==> config.mk <==
export PLATFORM = sky130hd
export DESIGN_NAME = core_seq_ctrl
export DESIGN_NICKNAME = d
export VERILOG_FILES = /design/src/rtl/core_seq_ctrl.sv
export SDC_FILE = /design/constraint.sdc
export NUM_CORES = 1
export LEC_CHECK = 0
export ABC_AREA = 1
export CORE_ASPECT_RATIO = 1.2
export CORE_MARGIN = 2
export CORE_UTILIZATION = 25
export DETAILED_ROUTE_END_ITERATION = 16
export SYNTH_ARGS = -nofsm -noshare
export SYNTH_HDL_FRONTEND = slang
export SYNTH_SLANG_ARGS = --single-unit
==> constraint.sdc <==
create_clock -name clk -period 1.6 [get_ports clk]
set_clock_uncertainty 0.1 [all_clocks]
set_input_delay 0.16 -clock clk [delete_from_list [all_inputs] [get_ports clk]]
set_output_delay 0.16 -clock clk [all_outputs]
set_load 0.01 [all_outputs]
==> src/rtl/core_seq_ctrl.sv <==
// Multi-cycle NPC core sequencer: owns the PC, fetches, then steps decode/exec/write-back.
// Latency: at least 4 cycles per instruction (FETCH, DECODE, EXEC, WB), plus fetch wait and exu busy cycles.
// Backpressure: waits in FETCH for imem_rvalid (fault after IMEM_TIMEOUT cycles) and in EXEC while ex_busy.
//
// Ports:
//   clk, rst_n          rising-edge clock, asynchronous active-low reset
//   imem_req/addr       fetch request (held through FETCH) and address (= pc)
//   imem_rvalid/rdata   fetch response; a same-cycle response is accepted
//   inst_q              latched instruction word for the decoder
//   dec_en              high in DECODE; reg_wr_in/illegal_in/halt_in sampled then
//   ex_en               high in EXEC; ex_busy holds it, pc_next_in sampled when not busy
//   rf_wen              one-cycle register write pulse in WB
//   pc, instret         current PC and retired instruction count
//   halted, fault       sticky terminal status (ebreak / error)
module core_seq_ctrl #(
  parameter logic [63:0] RESET_PC     = 64'h8000_0000,
  parameter int unsigned IMEM_TIMEOUT = 255
) (
  input  logic        clk,
  input  logic        rst_n,
  output logic        imem_req,
  output logic [63:0] imem_addr,
  input  logic        imem_rvalid,
  input  logic [31:0] imem_rdata,
  output logic [31:0] inst_q,
  output logic        dec_en,
  input  logic        reg_wr_in,
  input  logic        illegal_in,
  input  logic        halt_in,
  output logic        ex_en,
  input  logic        ex_busy,
  input  logic [63:0] pc_next_in,
  output logic        rf_wen,
  output logic [63:0] pc,
  output logic [63:0] instret,
  output logic        halted,
  output logic        fault
);

  typedef enum logic [2:0] {
    S_IDLE   = 3'd0,
    S_FETCH  = 3'd1,
    S_DECODE = 3'd2,
    S_EXEC   = 3'd3,
    S_WB     = 3'd4,
    S_HALT   = 3'd5,
    S_ERR    = 3'd6
  } state_e;

  // Last fetch_cnt value tolerated without a response; the FETCH cycle that
  // sees this count with no rvalid is the IMEM_TIMEOUT-th one.
  localparam logic [7:0] FETCH_LAST = 8'(IMEM_TIMEOUT - 1);

  state_e      state_q, state_d;
  logic [63:0] pc_q, pc_d;
  logic [63:0] npc_q, npc_d;
  logic [31:0] inst_d;
  logic [63:0] instret_q, instret_d;
  logic [7:0]  fetch_cnt_q, fetch_cnt_d;
  logic        wr_q, wr_d;

  // ---------------------------------------------------------------------------
  // State and datapath registers
  // ---------------------------------------------------------------------------
  always_ff @(posedge clk or negedge rst_n) begin
    if (!rst_n) begin
      state_q     <= S_IDLE;
      pc_q        <= RESET_PC;
      npc_q       <= RESET_PC;
      inst_q      <= 32'd0;
      instret_q   <= 64'd0;
      fetch_cnt_q <= 8'd0;
      wr_q        <= 1'b0;
    end else begin
      state_q     <= state_d;
      pc_q        <= pc_d;
      npc_q       <= npc_d;
      inst_q      <= inst_d;
      instret_q   <= instret_d;
      fetch_cnt_q <= fetch_cnt_d;
      wr_q        <= wr_d;
    end
  end

  // ---------------------------------------------------------------------------
  // Next-state and datapath update
  // ---------------------------------------------------------------------------
  always_comb begin
    state_d     = state_q;
    pc_d        = pc_q;
    npc_d       = npc_q;
    inst_d      = inst_q;
    instret_d   = instret_q;
    fetch_cnt_d = fetch_cnt_q;
    wr_d        = wr_q;

    case (state_q)
      S_IDLE: begin
        state_d = S_FETCH;
      end

      S_FETCH: begin
        if (imem_rvalid) begin
          inst_d      = imem_rdata;
          fetch_cnt_d = 8'd0;
          state_d     = S_DECODE;
        end else if (fetch_cnt_q == FETCH_LAST) begin
          fetch_cnt_d = 8'd0;
          state_d     = S_ERR;
        end else begin
          fetch_cnt_d = fetch_cnt_q + 8'd1;
        end
      end

      S_DECODE: begin
        // Illegal wins over ebreak; a halting ebreak never retires.
        if (illegal_in) begin
          state_d = S_ERR;
        end else if (halt_in) begin
          state_d = S_HALT;
        end else begin
          wr_d    = reg_wr_in;
          state_d = S_EXEC;
        end
      end

      S_EXEC: begin
        if (!ex_busy) begin
          // A misaligned target faults before write-back so the register
          // file and pc are left untouched.
          if (pc_next_in[1:0] != 2'b00) begin
            state_d = S_ERR;
          end else begin
            npc_d   = pc_next_in;
            state_d = S_WB;
          end
        end
      end

      S_WB: begin
        pc_d      = npc_q;
        instret_d = instret_q + 64'd1;
        state_d   = S_FETCH;
      end

      S_HALT: begin
        state_d = S_HALT;
      end

      S_ERR: begin
        state_d = S_ERR;
      end

      default: begin
        // Unreachable encoding: treat as a fault rather than wander.
        state_d = S_ERR;
      end
    endcase
  end

  // ---------------------------------------------------------------------------
  // Outputs: decoded from registered state only, no input-to-output paths
  // ---------------------------------------------------------------------------
  assign imem_req  = (state_q == S_FETCH);
  assign imem_addr = pc_q;
  assign dec_en    = (state_q == S_DECODE);
  assign ex_en     = (state_q == S_EXEC);
  assign rf_wen    = (state_q == S_WB) && wr_q;
  assign pc        = pc_q;
  assign instret   = instret_q;
  assign halted    = (state_q == S_HALT);
  assign fault     = (state_q == S_ERR);

endmodule

==> results_tabular.tex <==
\begin{tabular}{lr}
\hline
Metric & Value \\
\hline
\multicolumn{2}{l}{\textbf{Clock network}} \\
Clock-pin slew reported for the worst setup and hold paths after clock tree synthesis & around 60 ps \\
CTS tree & built \\
Level count of the clock H-tree & 1 \\
TritonCTS Buffers & 26 \\
Sinks on Clock Net & 236 \\
CTS Root Cell & sky130\_fd\_sc\_hd\_\_clkbuf\_16 \\
Skew-Pair Late Insertion Delay & about 560 ps \\
Clock Path Buffers & 3 \\
\multicolumn{2}{l}{\textbf{Layout}} \\
Most common cell after layout, fill and taps aside & sky130\_fd\_sc\_hd\_\_nand2\_1 \\
Share of final-layout standard cells stronger than drive strength 1 & between 40\% and 50\% \\
Area growth, synth to finish & 80.27\% \\
Total Nets Final & 1,936 \\
Antenna cell count & 0 \\
Commonest cells after routing, fill and taps aside & 312 x sky130\_fd\_sc\_hd\_\_nand2\_1, 226 x sky130\_fd\_sc\_hd\_\_dfrtp\_1, 218 x sky130\_fd\_sc\_hd\_\_buf\_4, 149 x sky130\_fd\_sc\_hd\_\_dlygate4sd2\_1, 123 x sky130\_fd\_sc\_hd\_\_nand2\_2 \\
\multicolumn{2}{l}{\textbf{Setup path}} \\
Required @ worst endpoint & 1340 ps \\
Crit-path max FO & 3 \\
Capturing element type of the critical path & output port \\
Worst Path Class, Setup & flop to output port \\
Worst endpoint data arrival time & 1560 ps \\
Kind of launch point of the worst setup path & flop \\
\multicolumn{2}{l}{\textbf{Routing}} \\
Number of DRC markers in iteration 0 & between 300 and 400 \\
ANT nets after route & 0 \\
Wire length the detailed router placed on met1 & between 15 and 20 mm \\
Average via count per standard cell & $\sim$4.4 \\
Number of vias in the routed layout & 10,630 \\
Final WL & 43.22 mm \\
Router iterations before antenna repair & 5 \\
Count of unresolved DRC violations after routing & 0 \\
Met3 WL post-DR & 2.570 mm \\
Detail-routed net length per standard cell & around 18 um \\
Highest metal used & met4 \\
Met2 WL & approximately 23 mm \\
\multicolumn{2}{l}{\textbf{Yosys}} \\
Ys async rst share & between 90\% and 100\% \\
Post-synthesis cell type count & 39 \\
Post-synthesis sequential element count & $\sim$240 \\
Post-synthesis sequential area ratio & between 50\% and 60\% \\
Average cell area after synthesis & roughly 8.9 sq um \\
EDFF count, synth & 0 \\
Number of warnings printed during yosys synthesis & 0 \\
Synthesized net count & approximately 1,300 \\
Main flop type after synthesis & sky130\_fd\_sc\_hd\_\_dfrtp\_1 \\
Post-synthesis instance area & between 0.01 and 0.015 sq mm \\
Gate count of the mapped netlist & about 1,200 \\
\multicolumn{2}{l}{\textbf{Floorplanning}} \\
Height of the die & between 200 and 250 um \\
Number of ports placed on the die boundary & roughly 330 \\
Number of rows in the core area & 84 \\
Full die area & between 0.04 and 0.05 sq mm \\
Floorplan die width & between 150 and 200 um \\
Initial core utilization & between 20 and 30\% \\
CORE AREA & between 0.04 and 0.05 sq mm \\
\multicolumn{2}{l}{\textbf{Pwr}} \\
Power density over the cells & 1384 mW/mm\^{}2 \\
Overall Power & $\sim$27 mW \\
Static power due to leakage & between 10 and 15 nW \\
VDD IR-drop max & 0.0009742 V \\
\multicolumn{2}{l}{\textbf{Placement}} \\
Pre-CTS worst setup slack & -180.1 ps \\
Final GP Congestion & about 0.9 \\
PortBufs & approximately 330 \\
DPL Wire Length & around 26 mm \\
\multicolumn{2}{l}{\textbf{Timing}} \\
Post-route clock period utilization & 113.7\% \\
Slew @ Worst Pin & about 1000 ps \\
Worst hold slack across all endpoints & 41.77 ps \\
Finish-stage setup viols & 223 \\
Slew HR & 33.88\% \\
Worst Slack Setup Final & -219.1 ps \\
Period minus WS final & around 1800 ps \\
Number of pins with negative max-slew slack in the final report & 0 \\
Setup repair after global routing missed its margin & yes \\
Hold violation count in the final report & 0 \\
Peak clock frequency supported by timing & 549.7 MHz \\
\multicolumn{2}{l}{\textbf{Status}} \\
Failing checks & setup timing \\
Status & finished, violations left \\
\multicolumn{2}{l}{\textbf{Global routing}} \\
Total grt overflow & 0 \\
First-pass GRT wire length & 57.82 mm \\
Vias in the first global route & slightly above 10,000 \\
Largest net degree at the start of global routing & 73 \\
Global Route Usage Sum & 16.07\% \\
Initial antenna violation count & 0 \\
\multicolumn{2}{l}{\textbf{Hold path}} \\
Hold crit path type & input pin to flop \\
\multicolumn{2}{l}{\textbf{Job}} \\
Number of max-cap violations & 0 \\
\hline
\end{tabular}
power breakdown:
group,total [mW],switching (mW),internal [mW]
Sequential,9.49,1.56,7.92
Clock,6.80,2.61,4.19
Combinational,11.1,5.33,5.77
Total,27.4,9.51,17.9
logic make-up (layout without fill, tap and decap cells):
kind of cell / after synthesis / in the layout / share of synthesized area (%)
compound gates: 40 / 40 / 1.891
xor+xnor: 54 / 54 / 4.307
fa+ha+maj: 3 / 3 / 0.3418
buf+inv: 181 / 793 / 9.046
flops: 236 / 236 / 53.80
mux: 32 / 32 / 4.307
simple gates: 691 / 692 / 26.31
cell usage after synthesis (2+ instances only):
library cell | n | area, sq um
sky130_fd_sc_hd__nor2_2 | 12 | 75.07
sky130_fd_sc_hd__mux2_4 | 30 | 450.4
sky130_fd_sc_hd__nor3_2 | 3 | 30.03
sky130_fd_sc_hd__nand4_1 | 18 | 112.6
sky130_fd_sc_hd__buf_4 | 71 | 533.0
sky130_fd_sc_hd__a21oi_1 | 3 | 15.01
sky130_fd_sc_hd__nand3_2 | 2 | 20.02
sky130_fd_sc_hd__dfrtp_1 | 234 | 5856
sky130_fd_sc_hd__nand2_1 | 482 | 1809
sky130_fd_sc_hd__and3_1 | 2 | 12.51
sky130_fd_sc_hd__o22ai_1 | 4 | 25.02
sky130_fd_sc_hd__o21ai_0 | 25 | 125.1
sky130_fd_sc_hd__buf_6 | 5 | 56.30
sky130_fd_sc_hd__nor3_1 | 21 | 105.1
sky130_fd_sc_hd__xnor2_1 | 26 | 227.7
sky130_fd_sc_hd__nor2_1 | 92 | 345.3
sky130_fd_sc_hd__nand3_1 | 34 | 170.2
sky130_fd_sc_hd__nand2_2 | 9 | 56.30
sky130_fd_sc_hd__dfstp_2 | 2 | 52.55
sky130_fd_sc_hd__ha_1 | 3 | 37.54
sky130_fd_sc_hd__xor2_1 | 28 | 245.2
sky130_fd_sc_hd__nor2_4 | 6 | 67.56
sky130_fd_sc_hd__o21ai_1 | 7 | 35.03
sky130_fd_sc_hd__mux2_2 | 2 | 22.52
sky130_fd_sc_hd__buf_2 | 7 | 35.03
sky130_fd_sc_hd__clkbuf_1 | 13 | 48.80
sky130_fd_sc_hd__nand2_4 | 2 | 22.52
sky130_fd_sc_hd__inv_1 | 79 | 296.5
sky130_fd_sc_hd__inv_2 | 5 | 18.77
metal layers:
| layer | up-vias | GRT usage (%) |
|---|---|---|
| met5 | - | 0 |
| met3 | 78 | 3.191 |
| met1 | 5168 | 19.21 |
| met4 | 0 | 4.676 |
| met2 | 396 | 29.15 |
| li1 | 4988 | - |
path summary, 6_finish.rpt:
path | startpoint | end | slack [ps] | cells past startpoint
worst max-delay path | state_q[0]$_DFFE_PN0P_ | rf_wen | -220 | 5
worst min-delay path | pc_next_in[36] | npc_q[36]$_DFFE_PN0P_ | 40 | 3
worst max register to register | state_q[1]$_DFFE_PN0P_ | inst_q[9]$_DFFE_PN0P_ | -210 | 9
worst min register to register | npc_q[41]$_DFFE_PN0P_ | imem_addr[41]$_DFFE_PN0N_ | 370 | 2
max in group asynchronous | rst_n | imem_addr[31]$_DFFE_PN1N_ | 180 | 4
min in group asynchronous | rst_n | instret[56]$_DFFE_PN0N_ | 490 | 3
per-stage QoR:
stage	instances	setup TNS [ps]	util [%]	instance area, sq um
finish	2409	-25700	45.39	19800
detailed placement	2209	-14040	36.22	15800
floorplan	1237	-219.6	-	10990
CTS	2363	-14250	41.37	18050
global placement	2209	-11540	36.22	15800
global route	2409	-38590	45.39	19800
worst max-delay path: stages (launching register included):
cell and delay (ps):
sky130_fd_sc_hd__dfrtp_1 440, sky130_fd_sc_hd__nor2_4 160, sky130_fd_sc_hd__nand2_4 80, sky130_fd_sc_hd__buf_6 120
sky130_fd_sc_hd__nor2_2 70, sky130_fd_sc_hd__buf_2 130
timing repair:
action,4_1_cts,5_1_grt
gates resized for setup,590,402
hold buffers,3,0
gates cloned,8,23
pin swaps,63,74
endpoints found under the setup margin,387,279
buffers inserted,98,47
hold endpoints to repair,235,0
area by class of cell:
class,instances,area (sq um)
Clock buffer,35,734.5
Multi-Input combinational cell,821,5498
Fill cell,4056,23820
Timing Repair Buffer,659,6331
Inverter,85,367.9
Clock inverter,13,231.5
Tap cell,559,699.4
Sequential cell,236,5918
Timing Repair inverter,1,16.27
registers in the layout, summed over array words and instances, names as in the netlist:
name / flops
fetch_cnt_q: 8
imem_addr: 64
instret: 64
wr_q: 1
state_q: 3
npc_q: 64
inst_q: 32
Note: power is estimated with default switching activity, not from simulation.
